[src/rtl/pred_table_arbiter_if.sv]
// Request/response bundle between the requester streams and pred_table_arbiter.
// master = requester side, slave = arbiter side.
interface pred_table_arbiter_if #(
  parameter int NUM_REQ = 4,
  parameter int IDX_W   = 3
);
  localparam int ID_W = $clog2(NUM_REQ);

  logic [NUM_REQ-1:0]       req_valid;
  logic [NUM_REQ*IDX_W-1:0] req_idx;
  logic [NUM_REQ-1:0]       req_outcome;
  logic [NUM_REQ-1:0]       req_gnt;
  logic                     rsp_valid;
  logic [ID_W-1:0]          rsp_id;
  logic                     rsp_pred;
  logic                     rsp_match;

  modport master (
    output req_valid, req_idx, req_outcome,
    input  req_gnt, rsp_valid, rsp_id, rsp_pred, rsp_match
  );

  modport slave (
    input  req_valid, req_idx, req_outcome,
    output req_gnt, rsp_valid, rsp_id, rsp_pred, rsp_match
  );
endinterface

[src/rtl/pred_table_arbiter.sv]
// Round-robin shared table of 2-bit saturating predictors, one transaction per 3 cycles.
// Optional match/total statistics are built when PRED_TABLE_STATS_EN is defined.
module pred_table_arbiter #(
  parameter int NUM_REQ = 4,
  parameter int IDX_W   = 3,
  parameter int CNT_W   = 8
) (
  input  logic                 clk,
  input  logic                 reset,
  pred_table_arbiter_if.slave  bus,
  input  logic                 stat_clr,
  output logic [CNT_W-1:0]     total_cnt,
  output logic [CNT_W-1:0]     match_cnt,
  output logic                 busy
);
  localparam int ID_W  = $clog2(NUM_REQ);
  localparam int DEPTH = 2 ** IDX_W;

  typedef enum logic [1:0] {
    IDLE = 2'd0,
    RD   = 2'd1,
    UPD  = 2'd2
  } state_t;

  state_t               state;
  state_t               state_nxt;

  logic [ID_W-1:0]      rr_ptr;
  logic [ID_W-1:0]      gnt_id;
  logic                 gnt_any;
  logic [ID_W:0]        scan_pos;
  logic [NUM_REQ-1:0]   gnt_onehot;

  logic [ID_W-1:0]      cur_id;
  logic [IDX_W-1:0]     cur_idx;
  logic                 cur_outcome;
  logic [1:0]           tbl [DEPTH];
  logic [1:0]           cnt_q;
  logic [1:0]           cnt_upd;

  logic                 rsp_valid_int;
  logic [ID_W-1:0]      rsp_id_q;
  logic                 rsp_pred_q;
  logic                 rsp_match_q;

  // First valid requester at or after rr_ptr; scan_pos is kept one bit wider so
  // the wrap also works when NUM_REQ is not a power of two.
  always_comb begin
    gnt_any  = 1'b0;
    gnt_id   = '0;
    scan_pos = '0;
    for (int unsigned k = 0; k < NUM_REQ; k++) begin
      scan_pos = {1'b0, rr_ptr} + (ID_W+1)'(k);
      if (scan_pos >= (ID_W+1)'(NUM_REQ)) begin
        scan_pos = scan_pos - (ID_W+1)'(NUM_REQ);
      end
      if (!gnt_any && bus.req_valid[scan_pos[ID_W-1:0]]) begin
        gnt_any = 1'b1;
        gnt_id  = scan_pos[ID_W-1:0];
      end
    end
  end

  always_ff @(posedge clk or posedge reset) begin
    if (reset) begin
      state <= IDLE;
    end else begin
      state <= state_nxt;
    end
  end

  always_comb begin
    state_nxt     = state;
    gnt_onehot    = '0;
    rsp_valid_int = 1'b0;
    busy          = 1'b1;
    case (state)
      IDLE: begin
        busy = 1'b0;
        if (gnt_any) begin
          gnt_onehot[gnt_id] = 1'b1;
          state_nxt          = RD;
        end
      end
      RD: begin
        state_nxt = UPD;
      end
      UPD: begin
        rsp_valid_int = 1'b1;
        state_nxt     = IDLE;
      end
      default: begin
        state_nxt = IDLE;
      end
    endcase
  end

  always_comb begin
    cnt_upd = cnt_q;
    if (cur_outcome) begin
      if (cnt_q != 2'b11) cnt_upd = cnt_q + 2'd1;
    end else begin
      if (cnt_q != 2'b00) cnt_upd = cnt_q - 2'd1;
    end
  end

  always_ff @(posedge clk or posedge reset) begin
    if (reset) begin
      rr_ptr      <= '0;
      cur_id      <= '0;
      cur_idx     <= '0;
      cur_outcome <= 1'b0;
      cnt_q       <= 2'b01;
      rsp_id_q    <= '0;
      rsp_pred_q  <= 1'b0;
      rsp_match_q <= 1'b0;
      for (int unsigned i = 0; i < DEPTH; i++) begin
        tbl[i] <= 2'b01;
      end
    end else begin
      case (state)
        IDLE: begin
          if (gnt_any) begin
            cur_id      <= gnt_id;
            cur_idx     <= bus.req_idx[gnt_id*IDX_W +: IDX_W];
            cur_outcome <= bus.req_outcome[gnt_id];
            rr_ptr      <= (gnt_id == ID_W'(NUM_REQ-1)) ? '0 : gnt_id + 1'b1;
          end
        end
        RD: begin
          cnt_q       <= tbl[cur_idx];
          rsp_id_q    <= cur_id;
          rsp_pred_q  <= tbl[cur_idx][1];
          rsp_match_q <= tbl[cur_idx][1] ~^ cur_outcome;
        end
        UPD: begin
          tbl[cur_idx] <= cnt_upd;
        end
        default: begin
        end
      endcase
    end
  end

  assign bus.req_gnt   = gnt_onehot;
  assign bus.rsp_valid = rsp_valid_int;
  assign bus.rsp_id    = rsp_id_q;
  assign bus.rsp_pred  = rsp_pred_q;
  assign bus.rsp_match = rsp_match_q;

`ifdef PRED_TABLE_STATS_EN
  logic [CNT_W-1:0] total_q;
  logic [CNT_W-1:0] match_q;

  // stat_clr takes priority over a coincident response
  always_ff @(posedge clk or posedge reset) begin
    if (reset) begin
      total_q <= '0;
      match_q <= '0;
    end else if (stat_clr) begin
      total_q <= '0;
      match_q <= '0;
    end else if (rsp_valid_int) begin
      total_q <= total_q + 1'b1;
      match_q <= match_q + CNT_W'(rsp_match_q);
    end
  end

  assign total_cnt = total_q;
  assign match_cnt = match_q;
`else
  logic unused_stat_clr;
  assign unused_stat_clr = stat_clr;
  assign total_cnt       = '0;
  assign match_cnt       = '0;
`endif

endmodule

[src/flat_wrapper.sv]
// flat-port wrapper written by rule: the top's interface ports become plain ports
module pred_table_arbiter_flat 
#(
  parameter int NUM_REQ = 4,
  parameter int IDX_W   = 3,
  parameter int CNT_W   = 8
)
  (clk, reset, stat_clr, total_cnt, match_cnt, busy, bus_req_valid, bus_req_idx, bus_req_outcome, bus_req_gnt, bus_rsp_valid, bus_rsp_id, bus_rsp_pred, bus_rsp_match);
  pred_table_arbiter_if #(.NUM_REQ(NUM_REQ), .IDX_W(IDX_W)) bus_i ();
  input  logic clk;
  input  logic reset;
  input  logic stat_clr;
  output logic [CNT_W-1:0] total_cnt;
  output logic [CNT_W-1:0] match_cnt;
  output logic busy;
  input wire logic [$bits(bus_i.req_valid)-1:0] bus_req_valid;
  input wire logic [$bits(bus_i.req_idx)-1:0] bus_req_idx;
  input wire logic [$bits(bus_i.req_outcome)-1:0] bus_req_outcome;
  output wire logic [$bits(bus_i.req_gnt)-1:0] bus_req_gnt;
  output wire logic [$bits(bus_i.rsp_valid)-1:0] bus_rsp_valid;
  output wire logic [$bits(bus_i.rsp_id)-1:0] bus_rsp_id;
  output wire logic [$bits(bus_i.rsp_pred)-1:0] bus_rsp_pred;
  output wire logic [$bits(bus_i.rsp_match)-1:0] bus_rsp_match;
  assign bus_i.req_valid = bus_req_valid;
  assign bus_i.req_idx = bus_req_idx;
  assign bus_i.req_outcome = bus_req_outcome;
  assign bus_req_gnt = bus_i.req_gnt;
  assign bus_rsp_valid = bus_i.rsp_valid;
  assign bus_rsp_id = bus_i.rsp_id;
  assign bus_rsp_pred = bus_i.rsp_pred;
  assign bus_rsp_match = bus_i.rsp_match;
  pred_table_arbiter #(.NUM_REQ(NUM_REQ), .IDX_W(IDX_W), .CNT_W(CNT_W)) u_core (.clk(clk), .reset(reset), .bus(bus_i), .stat_clr(stat_clr), .total_cnt(total_cnt), .match_cnt(match_cnt), .busy(busy));
endmodule
[config.mk]
export PLATFORM = sky130hd
export DESIGN_NAME = pred_table_arbiter_flat
export DESIGN_NICKNAME = d
export VERILOG_FILES = /design/src/rtl/pred_table_arbiter_if.sv /design/src/rtl/pred_table_arbiter.sv /design/src/flat_wrapper.sv
export SDC_FILE = /design/constraint.sdc
export NUM_CORES = 1
export LEC_CHECK = 0
export CAP_MARGIN = 20
export CORE_UTILIZATION = 48
export DETAILED_ROUTE_END_ITERATION = 16
export PLACE_DENSITY = 0.79
export RECOVER_POWER = 50
export SLEW_MARGIN = 20
export SYNTH_ARGS = -nofsm -noshare
export SYNTH_HDL_FRONTEND = slang
export SYNTH_SLANG_ARGS = --single-unit
export TNS_END_PERCENT = 10
[constraint.sdc]
create_clock -name clk -period 2.3 [get_ports clk]
set_input_delay 0.575 -clock clk [delete_from_list [all_inputs] [get_ports clk]]
set_output_delay 0.575 -clock clk [all_outputs]
set_load 0.05 [all_outputs]
==> impl_metrics.py, run 1 <==
metrics = {
    "sta": {
        "highest_attainable_clock_frequency_ghz": 0.415,
        "clock-skew-final_ns": 0.00499,
        "tightestPinTransition_ns": 0.732,
        "grt_setup_unrepaired": "yes",
        "layout_setup_ws_ns": -0.108,
        "drv_slew": 0,
        "timing.final.setup_violations": 4,
        "final_period_minus_worst_setup_slack_ns": 2.41,
        "min_period_over_period_pct": 105,
        "timing_hold_violations_final": 0,
        "maxSlewHeadroom_pct": 51.2,
    },
    "yosys": {
        "postSynthAreaPerCell_sq_um": 11.0,
        "synth-xor-area-share_pct": 0.480,
        "yosys_warnings": 0,
        "synth_sequential_area_ratio_pct": 43.2,
        "synth_compound_gate_area_share_pct": 10.7,
        "synth_top_family_by_area": "multiplexers",
        "synth-simple-area-share_pct": 12.5,
        "synth.mux.area_fraction_pct": 20.1,
        "netlist_area_sq_mm": 0.00182,
        "synthCells": 165,
        "post_synth_fa_ha_maj_area_fraction_pct": 2.75,
        "yosysUniqueCellTypes": 37,
        "synth-seq-cells": 31,
    },
    "global_routing": {
        "largest_net_degree_at_the_start_of_global_routing": 32,
        "grt_first_pass_wirelength_um": 6620,
        "antenna_found_initial": 0,
        "global_route_congestion_overflow_total": 0,
        "groute.usage.overall_pct": 21.4,
        "via_count_of_the_first_global_routing_pass": 1498,
    },
    "clock_tree": {
        "htree_num_levels": 2,
        "clk_pin_slew_ns": 0.06,
        "total_cts_buffers": 5,
        "clock_path_buffers": 2,
        "insertion_delay_ns": 0.28,
        "clock_tree_root_driver_cell": "sky130_fd_sc_hd__clkbuf_8",
        "tritoncts": "built",
        "clock-sinks": 31,
        "cts_hold_buf": 0,
    },
    "place": {
        "buffer_ports.inserted": 31,
        "routability_driven_placement_congestion_ratio": 0.871,
        "dp_cells": 249,
        "placed_area_sq_mm": 0.00218,
        "detailedPlace.worstSlack_ns": -0.507,
        "detailedPlacementHpwl_um": 2800,
    },
    "finish": {
        "layout.filler_cells": 269,
        "multi_input_area_sq_mm": 0.00103,
        "antenna-diode-count": 0,
        "final_cells": 270,
        "area.sequential_sq_um": 788,
        "signed_area_change_from_the_synthesized_netlist_to_the_final_layout_pct": 38.6,
        "post_route_cells_drive_above_1_share_pct": 42.8,
        "postLayoutCellArea_sq_mm": 0.00253,
        "mostFrequentLayoutCells": "sky130_fd_sc_hd__buf_4 (21), sky130_fd_sc_hd__dfrtp_1 (21), sky130_fd_sc_hd__clkdlybuf4s50_1 (20), sky130_fd_sc_hd__mux2_2 (18), sky130_fd_sc_hd__conb_1 (16)",
        "num-nets-final": 248,
    },
    "outcome": {
        "outcome": "finished, violations left",
        "failing_checks": "setup timing",
    },
    "critical_path": {
        "crit_required_ns": 1.73,
        "timing.critical_path.cells": "clkdlybuf4s15_2, nor2b_1, a221o_1, nand2_4, inv_4, ha_4, and2_4, buf_8",
        "path_max_fanout": 4,
        "timing.critical_path.slowest_stage_cell": "sky130_fd_sc_hd__a221o_1",
        "path_buf_inv": 3,
        "regToRegSetupSlack_ns": 0.23,
        "critPathMaxStageDelay_ns": 0.37,
        "timing.critical_path.from_type": "input pin",
        "criticalPathCategory": "input pin to primary output",
        "worst_ep_arrival_ns": 1.83,
        "crit_family": "buffers and inverters",
        "worstSetupEndpointType": "primary output",
    },
    "drt": {
        "drt-initial-drc-count": 106,
        "drt_drc_violations_left": 0,
        "dr_total_vias": 1447,
        "first_pass_iters": 4,
        "postRouteAntennaNets": 0,
        "wl_per_cell_um": 15.8,
        "final_routed_wirelength_um": 4280,
        "vias_per_cell": 5.36,
    },
    "die": {
        "core_area_sq_mm": 0.00366,
        "die_area_sq_mm": 0.00405,
        "io_pins": 49,
        "die_h_um": 63.6,
        "placement_rows": 22,
        "fp.dieW_um": 63.6,
        "start_util_pct": 49.8,
    },
    "power": {
        "max-vdd-ir-drop_mv": 0.758,
        "p_leak_nw": 1.14,
        "power_density_mw_per_mm2": 1330,
    },
    "worst_hold_path": {
        "min_path_type": "register to register",
    },
    "run": {
        "max_cap_violations": 0,
    },
}
report_power, final:
| group | internal (W) | leakage [nW] | switching, W |
|---|---|---|---|
| sequential | 0.000823 | 0.376 | 0.000225 |
| combinational | 0.000891 | 0.710 | 0.000970 |
| clock | 0.000273 | 0.0515 | 0.000188 |
| total | 0.00199 | 1.14 | 0.00138 |
timing repair:
action / in CTS / in global routing
pin swaps: 7 / 8
gates resized for setup: 41 / 13
endpoints found under the setup margin: 4 / 5
setup buffers: 9 / 4
routing by layer:
layer / global-route usage (%) / routed length (um)
met5: 0 / 0
met4: 12.5 / 155
met3: 4.35 / 191
met2: 37.0 / 2250
met1: 24.2 / 1680
cell type report:
| type | instances | area share (%) |
|---|---|---|
| tap | 48 | 2.38 |
| inverter | 6 | 0.991 |
| timing repair buffer | 55 | 20.7 |
| multi-input combinational | 122 | 40.8 |
| sequential | 31 | 31.2 |
| clock buffer | 8 | 3.96 |
metrics by stage:
step / utilization (%) / total power, W / hold WS, ns / TNS [ns]
2_1_floorplan: - / 0.00214 / 0.446 / -0.321
3_5_place_dp: 59.7 / 0.00258 / 0.469 / -2.60
5_1_grt: 69.0 / 0.00357 / 0.502 / -0.540
4_1_cts: 66.3 / 0.00322 / 0.483 / -0.0507
6_report: 69.0 / 0.00337 / 0.482 / -0.352
3_3_place_gp: 59.7 / 0.00252 / 0.462 / -2.40
worst register-to-register path, delay by kind of cell (launching register included):
| kind | cells | cell delay [ns] |
|---|---|---|
| buffers and inverters | 4 | 0.53 |
| AOI/OAI and AO/OA | 2 | 0.52 |
| DFF | 1 | 0.45 |
| muxes | 1 | 0.31 |
| and+or+nand+nor | 2 | 0.16 |
cells in the mapped netlist:
cell type	count	area [sq um]
sky130_fd_sc_hd__and2_1	4	25.0
sky130_fd_sc_hd__dfrtp_1	22	551
sky130_fd_sc_hd__nand3b_1	2	15.0
sky130_fd_sc_hd__o22a_2	1	10.0
sky130_fd_sc_hd__nand2_1	13	48.8
sky130_fd_sc_hd__mux2_1	3	33.8
sky130_fd_sc_hd__a21oi_1	6	30.0
sky130_fd_sc_hd__o21bai_1	1	7.51
sky130_fd_sc_hd__nand2b_1	3	18.8
sky130_fd_sc_hd__mux2i_1	4	40.0
sky130_fd_sc_hd__mux4_2	4	90.1
sky130_fd_sc_hd__inv_1	6	22.5
sky130_fd_sc_hd__ha_1	4	50.1
sky130_fd_sc_hd__o21ai_0	6	30.0
sky130_fd_sc_hd__xnor2_1	1	8.76
sky130_fd_sc_hd__nor3_1	1	5.00
sky130_fd_sc_hd__a21o_1	4	30.0
sky130_fd_sc_hd__a211o_1	1	8.76
sky130_fd_sc_hd__and3_1	1	6.26
sky130_fd_sc_hd__nor2_2	1	6.26
sky130_fd_sc_hd__or2_2	2	12.5
sky130_fd_sc_hd__o211ai_1	1	7.51
sky130_fd_sc_hd__a21oi_2	1	8.76
sky130_fd_sc_hd__buf_4	16	120
sky130_fd_sc_hd__nand3_1	5	25.0
sky130_fd_sc_hd__dfstp_2	9	236
sky130_fd_sc_hd__o21ai_1	2	10.0
sky130_fd_sc_hd__nor3b_1	2	15.0
sky130_fd_sc_hd__nor2_1	5	18.8
sky130_fd_sc_hd__nor4_1	1	6.26
sky130_fd_sc_hd__clkbuf_1	2	7.51
sky130_fd_sc_hd__conb_1	1	3.75
sky130_fd_sc_hd__nor2b_1	4	25.0
sky130_fd_sc_hd__o22ai_2	1	12.5
sky130_fd_sc_hd__a221o_1	4	40.0
sky130_fd_sc_hd__mux2_2	18	203
sky130_fd_sc_hd__buf_6	3	33.8
worst paths after layout:
path	start	endpoint	cells after the start
setup / recovery	bus_req_valid[1]	bus_req_gnt[2]	8
hold / removal	u_core.bus.rsp_match$_DFFE_PP0N_	u_core.bus.rsp_match$_DFFE_PP0N_	2
setup reg to reg	u_core.rr_ptr[1]$_DFFE_PP0P_	u_core.cur_outcome$_DFFE_PP0P_	9
hold reg to reg	u_core.bus.rsp_match$_DFFE_PP0N_	u_core.bus.rsp_match$_DFFE_PP0N_	2
max in group asynchronous	reset	u_core.rr_ptr[1]$_DFFE_PP0P_	3
min in group asynchronous	reset	u_core.cur_id[0]$_DFFE_PP0P_	3
flip-flops by register name, indices dropped and copies added (netlist names):
register / cells
u_core.cur_idx: 3
u_core.state: 2
u_core.rr_ptr: 2
u_core.cur_id: 2
u_core.bus.rsp_match: 1
u_core.cur_outcome: 1
u_core.tbl: 16
u_core.cnt_q: 2
u_core.bus.rsp_id: 2
logic make-up (layout without fill, tap and decap cells):
family          count (synthesis)  after routing
fa+ha+maj                       4              4
flops                          31             31
mux                            29             29
buf+inv                        27             69
xor+xnor                        1              1
other cells                     1             16
compound gates                 28             28
simple gates                   44             44
No activity file was read; power rests on OpenSTA's default activity.
==> inputs of run 2 (changes only) <==
Settings changed: RECOVER_POWER 50 to 100.
==> run 2 against run 1 <==
Effect of this change: register-to-register slack barely moved; largest cell class unchanged; wire length fell by 0.12%; critical path type unchanged; the run still ends with setup timing left; critical path depth did not move.
==> impl_metrics.py, run 2 (synthesized netlist as in run 1, its figures left out) <==
metrics = {
    "global_routing": {
        "via_count_of_the_first_global_routing_pass": 1498,
        "groute.usage.overall_pct": 21.4,
        "grt_first_pass_wirelength_um": 6620,
        "largest_net_degree_at_the_start_of_global_routing": 32,
        "antenna_found_initial": 0,
        "global_route_congestion_overflow_total": 0,
    },
    "sta": {
        "maxSlewHeadroom_pct": 51.1,
        "grt_setup_unrepaired": "yes",
        "timing_hold_violations_final": 0,
        "final_period_minus_worst_setup_slack_ns": 2.41,
        "highest_attainable_clock_frequency_ghz": 0.415,
        "min_period_over_period_pct": 105,
        "tightestPinTransition_ns": 0.733,
        "drv_slew": 0,
        "layout_setup_ws_ns": -0.107,
        "timing.final.setup_violations": 4,
        "clock-skew-final_ns": 0.00535,
    },
    "die": {
        "placement_rows": 22,
        "die_h_um": 63.6,
        "io_pins": 49,
        "die_area_sq_mm": 0.00405,
        "fp.dieW_um": 63.6,
        "start_util_pct": 49.8,
        "core_area_sq_mm": 0.00366,
    },
    "finish": {
        "multi_input_area_sq_mm": 0.00103,
        "post_route_cells_drive_above_1_share_pct": 41.4,
        "mostFrequentLayoutCells": "sky130_fd_sc_hd__dfrtp_1 (21), sky130_fd_sc_hd__buf_4 (18), sky130_fd_sc_hd__mux2_2 (17), sky130_fd_sc_hd__conb_1 (16), sky130_fd_sc_hd__clkdlybuf4s50_1 (16)",
        "largest_register_ffs": 16,
        "area.sequential_sq_um": 788,
        "postLayoutCellArea_sq_mm": 0.00251,
        "layout.filler_cells": 274,
        "antenna-diode-count": 0,
        "max_flop_register": "u_core.tbl",
        "final_cells": 270,
        "signed_area_change_from_the_synthesized_netlist_to_the_final_layout_pct": 37.7,
        "biggestRegsByFlops": "u_core.tbl (16), u_core.cur_idx (3)",
        "num-nets-final": 248,
        "mostFrequentLayoutCell": "sky130_fd_sc_hd__dfrtp_1",
    },
    "clock_tree": {
        "htree_num_levels": 2,
        "clock_tree_root_driver_cell": "sky130_fd_sc_hd__clkbuf_8",
        "clock-sinks": 31,
        "insertion_delay_ns": 0.28,
        "cts_hold_buf": 0,
        "total_cts_buffers": 5,
        "clk_pin_slew_ns": 0.06,
        "clock_path_buffers": 2,
        "tritoncts": "built",
    },
    "drt": {
        "first_pass_iters": 4,
        "vias_per_cell": 5.37,
        "final_routed_wirelength_um": 4270,
        "drt-initial-drc-count": 101,
        "postRouteAntennaNets": 0,
        "wl_per_cell_um": 15.8,
        "drt_drc_violations_left": 0,
        "dr_total_vias": 1451,
    },
    "run": {
        "max_cap_violations": 0,
    },
    "critical_path": {
        "criticalPathCategory": "input pin to primary output",
        "timing.critical_path.from_type": "input pin",
        "worst_ep_arrival_ns": 1.83,
        "path_max_fanout": 4,
        "crit_required_ns": 1.73,
        "worstSetupEndpointType": "primary output",
    },
    "power": {
        "power_density_mw_per_mm2": 1320,
        "max-vdd-ir-drop_mv": 0.755,
        "p_leak_nw": 1.13,
    },
    "place": {
        "routability_driven_placement_congestion_ratio": 0.871,
        "buffer_ports.inserted": 31,
        "detailedPlacementHpwl_um": 2800,
        "dp_cells": 249,
        "placed_area_sq_mm": 0.00218,
    },
    "outcome": {
        "outcome": "finished, violations left",
        "failing_checks": "setup timing",
    },
    "worst_hold_path": {
        "min_path_type": "register to register",
    },
}
[run 2: what timing repair did]
action                     4_1_cts  5_1_grt
pin swaps                        7        8
setup endpoints to repair        4        5
buffers inserted                 9        4
gates resized for setup         41       13
[run 2: path summary, 6_finish.rpt]
check                                                       from                                to  slack, ns  depth (start not counted)
min in group asynchronous                                  reset      u_core.cur_id[0]$_DFFE_PP0P_       0.94                          3
worst min-delay path            u_core.bus.rsp_match$_DFFE_PP0N_  u_core.bus.rsp_match$_DFFE_PP0N_       0.47                          2
worst min register to register  u_core.bus.rsp_match$_DFFE_PP0N_  u_core.bus.rsp_match$_DFFE_PP0N_       0.47                          2
worst max-delay path                            bus_req_valid[1]                    bus_req_gnt[2]      -0.11                          8
worst max register to register      u_core.rr_ptr[1]$_DFFE_PP0P_    u_core.cur_outcome$_DFFE_PP0P_       0.24                          9
max in group asynchronous                                  reset      u_core.rr_ptr[1]$_DFFE_PP0P_       0.84                          3
[run 2: stage by stage]
stage,util (%),setup TNS [ns],hold slack (ns),total power (W),worst slack [ns]
finish,68.6,-0.349,0.471,0.00332,-0.107
CTS,66.3,-0.0507,0.483,0.00322,-0.0234
floorplan,-,-0.321,0.446,0.00214,-0.107
detailed placement,59.7,-2.60,0.469,0.00258,-0.507
global placement,59.7,-2.40,0.462,0.00252,-0.476
global route,68.6,-0.540,0.502,0.00352,-0.142
[run 2: routing by layer]
layer  vias up  routed length, um  GRT usage, %
met5         -                  0             0
met2        66               2250          37.0
met1       707               1660          24.2
met3        17                203          4.35
li1        661                  -             -
met4         0                153          12.5
[run 2: cell type report]
type	instances	share of cell area, %
tap	48	2.39
clock buffer	8	3.99
timing repair buffer	55	20.1
sequential	31	31.4
multi-input combinational	122	41.1
inverter	6	0.997
[run 2: power by group]
group / leakage (nW) / internal, W / switching [W]
Combinational: 0.699 / 0.000847 / 0.000968
Clock: 0.0515 / 0.000273 / 0.000188
Sequential: 0.376 / 0.000823 / 0.000223
Total: 1.13 / 0.00194 / 0.00138
[run 2: worst max-delay path: stages]
cell,delay (ns)
sky130_fd_sc_hd__clkdlybuf4s15_2,0.21
sky130_fd_sc_hd__nor2b_1,0.06
sky130_fd_sc_hd__a221o_1,0.37
sky130_fd_sc_hd__nand2_4,0.13
sky130_fd_sc_hd__inv_4,0.06
sky130_fd_sc_hd__ha_4,0.15
sky130_fd_sc_hd__and2_4,0.13
sky130_fd_sc_hd__buf_8,0.14
==> inputs of run 3 (changes only) <==
Settings changed: REMOVE_ABC_BUFFERS set to 1.
==> run 3 against run 2 <==
Effect of this change: cell count is the same; first-iteration DRC count shrank 54%; the flow still finishes with violations (setup timing); die area is the same; sequential cell count is the same; count of clock-buffer cells in the layout shrank 3.
==> impl_metrics.py, run 3 (synthesized netlist as in run 1, its figures left out) <==
metrics = {
    "global_routing": {
        "via_count_of_the_first_global_routing_pass": 1406,
        "antenna_found_initial": 0,
        "largest_net_degree_at_the_start_of_global_routing": 32,
        "global_route_congestion_overflow_total": 0,
        "groute.usage.overall_pct": 20.6,
        "grt_first_pass_wirelength_um": 6280,
    },
    "outcome": {
        "failing_checks": "setup timing",
        "outcome": "finished, violations left",
    },
    "place": {
        "detailedPlacementHpwl_um": 2750,
        "buffer_ports.inserted": 31,
        "detailedPlace.worstSlack_ns": -0.565,
        "routability_driven_placement_congestion_ratio": 0.814,
        "placed_area_sq_mm": 0.00219,
    },
    "sta": {
        "maxSlewHeadroom_pct": 48.1,
        "drv_slew": 0,
        "min_period_over_period_pct": 105,
        "grt_setup_unrepaired": "yes",
        "highest_attainable_clock_frequency_ghz": 0.413,
        "tightestPinTransition_ns": 0.770,
        "clock-skew-final_ns": 0.00377,
        "hold_slack_ns": 0.478,
        "timing.final.setup_violations": 7,
        "final_period_minus_worst_setup_slack_ns": 2.42,
        "layout_setup_ws_ns": -0.120,
        "timing_hold_violations_final": 0,
    },
    "critical_path": {
        "path_max_fanout": 5,
        "crit_required_ns": 1.73,
        "worstSetupEndpointType": "primary output",
        "regToRegSetupSlack_ns": -0.04,
        "timing.critical_path.from_type": "input pin",
        "worst_ep_arrival_ns": 1.85,
        "r2r.worst_path.cells": 11,
        "criticalPathCategory": "input pin to primary output",
    },
    "power": {
        "power.internal_w": 0.00192,
        "clockPowerShare_pct": 12.4,
        "net_sw_share_pct": 41.5,
        "power.switching_w": 0.00136,
        "max-vdd-ir-drop_mv": 0.715,
        "power.combinational.fraction_pct": 55.8,
        "finalPower_w": 0.00328,
        "p_leak_nw": 1.13,
        "seq_power_share_pct": 31.9,
        "power_density_mw_per_mm2": 1310,
    },
    "clock_tree": {
        "cts_hold_buf": 0,
        "clock_tree_root_driver_cell": "sky130_fd_sc_hd__clkbuf_8",
        "insertion_delay_ns": 0.28,
        "total_cts_buffers": 5,
        "clock-sinks": 31,
        "htree_num_levels": 2,
        "clock_path_buffers": 2,
        "clk_pin_slew_ns": 0.06,
        "tritoncts": "built",
    },
    "die": {
        "io_pins": 49,
        "die_area_sq_mm": 0.00405,
        "core_area_sq_mm": 0.00366,
        "fp.dieW_um": 63.6,
        "placement_rows": 22,
        "die_h_um": 63.6,
        "start_util_pct": 49.8,
    },
    "finish": {
        "antenna-diode-count": 0,
        "largest_register_ffs": 16,
        "signed_area_change_from_the_synthesized_netlist_to_the_final_layout_pct": 36.9,
        "postLayoutCellArea_sq_mm": 0.00249,
        "biggestRegsByFlops": "u_core.tbl (16), u_core.cur_idx (3)",
        "mostFrequentLayoutCell": "sky130_fd_sc_hd__buf_4",
        "post_route_cells_drive_above_1_share_pct": 44.1,
        "max_flop_register": "u_core.tbl",
        "num-nets-final": 248,
        "mostFrequentLayoutCells": "sky130_fd_sc_hd__buf_4 (21), sky130_fd_sc_hd__clkdlybuf4s50_1 (20), sky130_fd_sc_hd__dfrtp_1 (20), sky130_fd_sc_hd__mux2_2 (18), sky130_fd_sc_hd__conb_1 (16)",
    },
    "drt": {
        "wl_per_cell_um": 15.3,
        "first_pass_iters": 4,
        "drt_drc_violations_left": 0,
        "drt-initial-drc-count": 46,
        "postRouteAntennaNets": 0,
        "vias_per_cell": 5.26,
        "final_routed_wirelength_um": 4120,
        "dr_total_vias": 1421,
    },
    "worst_hold_path": {
        "hold_path_depth": 1,
        "min_path_type": "register to register",
    },
    "run": {
        "max_cap_violations": 0,
    },
}
==> run 3: cell count changes in the layout (fill, tap and decap cells not counted), sizes merged <==
cell and change:
buf +4, clkbuf -7, dlymetal6s2s +1, clkdlybuf4s50 +4, clkdlybuf4s15 -1, clkinv +1, dlygate4sd3 -4, clkinvlp +2
==> run 3: power by group through the flow <==
| stage | combinational [W] | sequential (W) | clock (W) |
|---|---|---|---|
| floorplan | 0.000937 | 0.00110 | 0 |
| global placement | 0.00148 | 0.00103 | 0 |
| detailed placement | 0.00153 | 0.00105 | 0 |
| CTS | 0.00169 | 0.00105 | 0.000418 |
| global route | 0.00195 | 0.00109 | 0.000445 |
| finish | 0.00183 | 0.00105 | 0.000405 |
==> run 3: layer usage <==
metal / track usage [%] / share of wire (%) / vias up
li1: - / - / 663
met1: 24.2 / 40 / 687
met2: 34.3 / 52 / 61
met3: 5.07 / 5.2 / 10
met4: 11.4 / 3.2 / 0
met5: 0 / 0 / -
==> run 3: per-stage QoR <==
stage	TNS, ns	util, %	std cells
3_5_place_dp	-3.09	59.8	250
5_1_grt	-0.793	68.1	270
3_3_place_gp	-2.52	59.8	250
2_1_floorplan	-0.213	-	159
4_1_cts	-0.151	66.0	265
6_report	-0.432	68.1	270
==> run 3: final timing paths <==
check / from / endpoint
setup / recovery: bus_req_valid[2] / bus_req_gnt[3]
setup reg to reg: u_core.rr_ptr[1]$_DFFE_PP0P_ / u_core.cur_outcome$_DFFE_PP0P_
max in group asynchronous: reset / u_core.rr_ptr[0]$_DFFE_PP0P_
hold / removal: u_core.cur_id[1]$_DFFE_PP0P_ / u_core.cur_id[1]$_DFFE_PP0P_
min in group asynchronous: reset / u_core.cnt_q[1]$_DFFE_PP0N_
hold reg to reg: u_core.cur_id[1]$_DFFE_PP0P_ / u_core.cur_id[1]$_DFFE_PP0P_
==> run 3: repair_timing <==
| item | in CTS | in global routing |
|---|---|---|
| gates resized for setup | 40 | 14 |
| endpoints found under the setup margin | 7 | 5 |
| setup buffers | 7 | 5 |
| pin swaps | 4 | 8 |
| gates cloned | 0 | 0 |
==> run 3: cell type report <==
type,count,area (sq um)
Inverter,6,22.5
Tap cell,48,60.1
Timing Repair Buffer,55,515
Clock buffer,5,68.8
Multi-Input combinational cell,122,1020
Clock inverter,3,20.0
Sequential cell,31,790
Fill cell,267,1170
==> run 3: worst max-delay path: stages <==
cell	delay [ns]
sky130_fd_sc_hd__buf_6	0.11
sky130_fd_sc_hd__nor2b_4	0.12
sky130_fd_sc_hd__a221o_1	0.35
sky130_fd_sc_hd__nand2_2	0.15
sky130_fd_sc_hd__inv_2	0.09
sky130_fd_sc_hd__ha_4	0.17
sky130_fd_sc_hd__and2_4	0.14
sky130_fd_sc_hd__buf_12	0.14
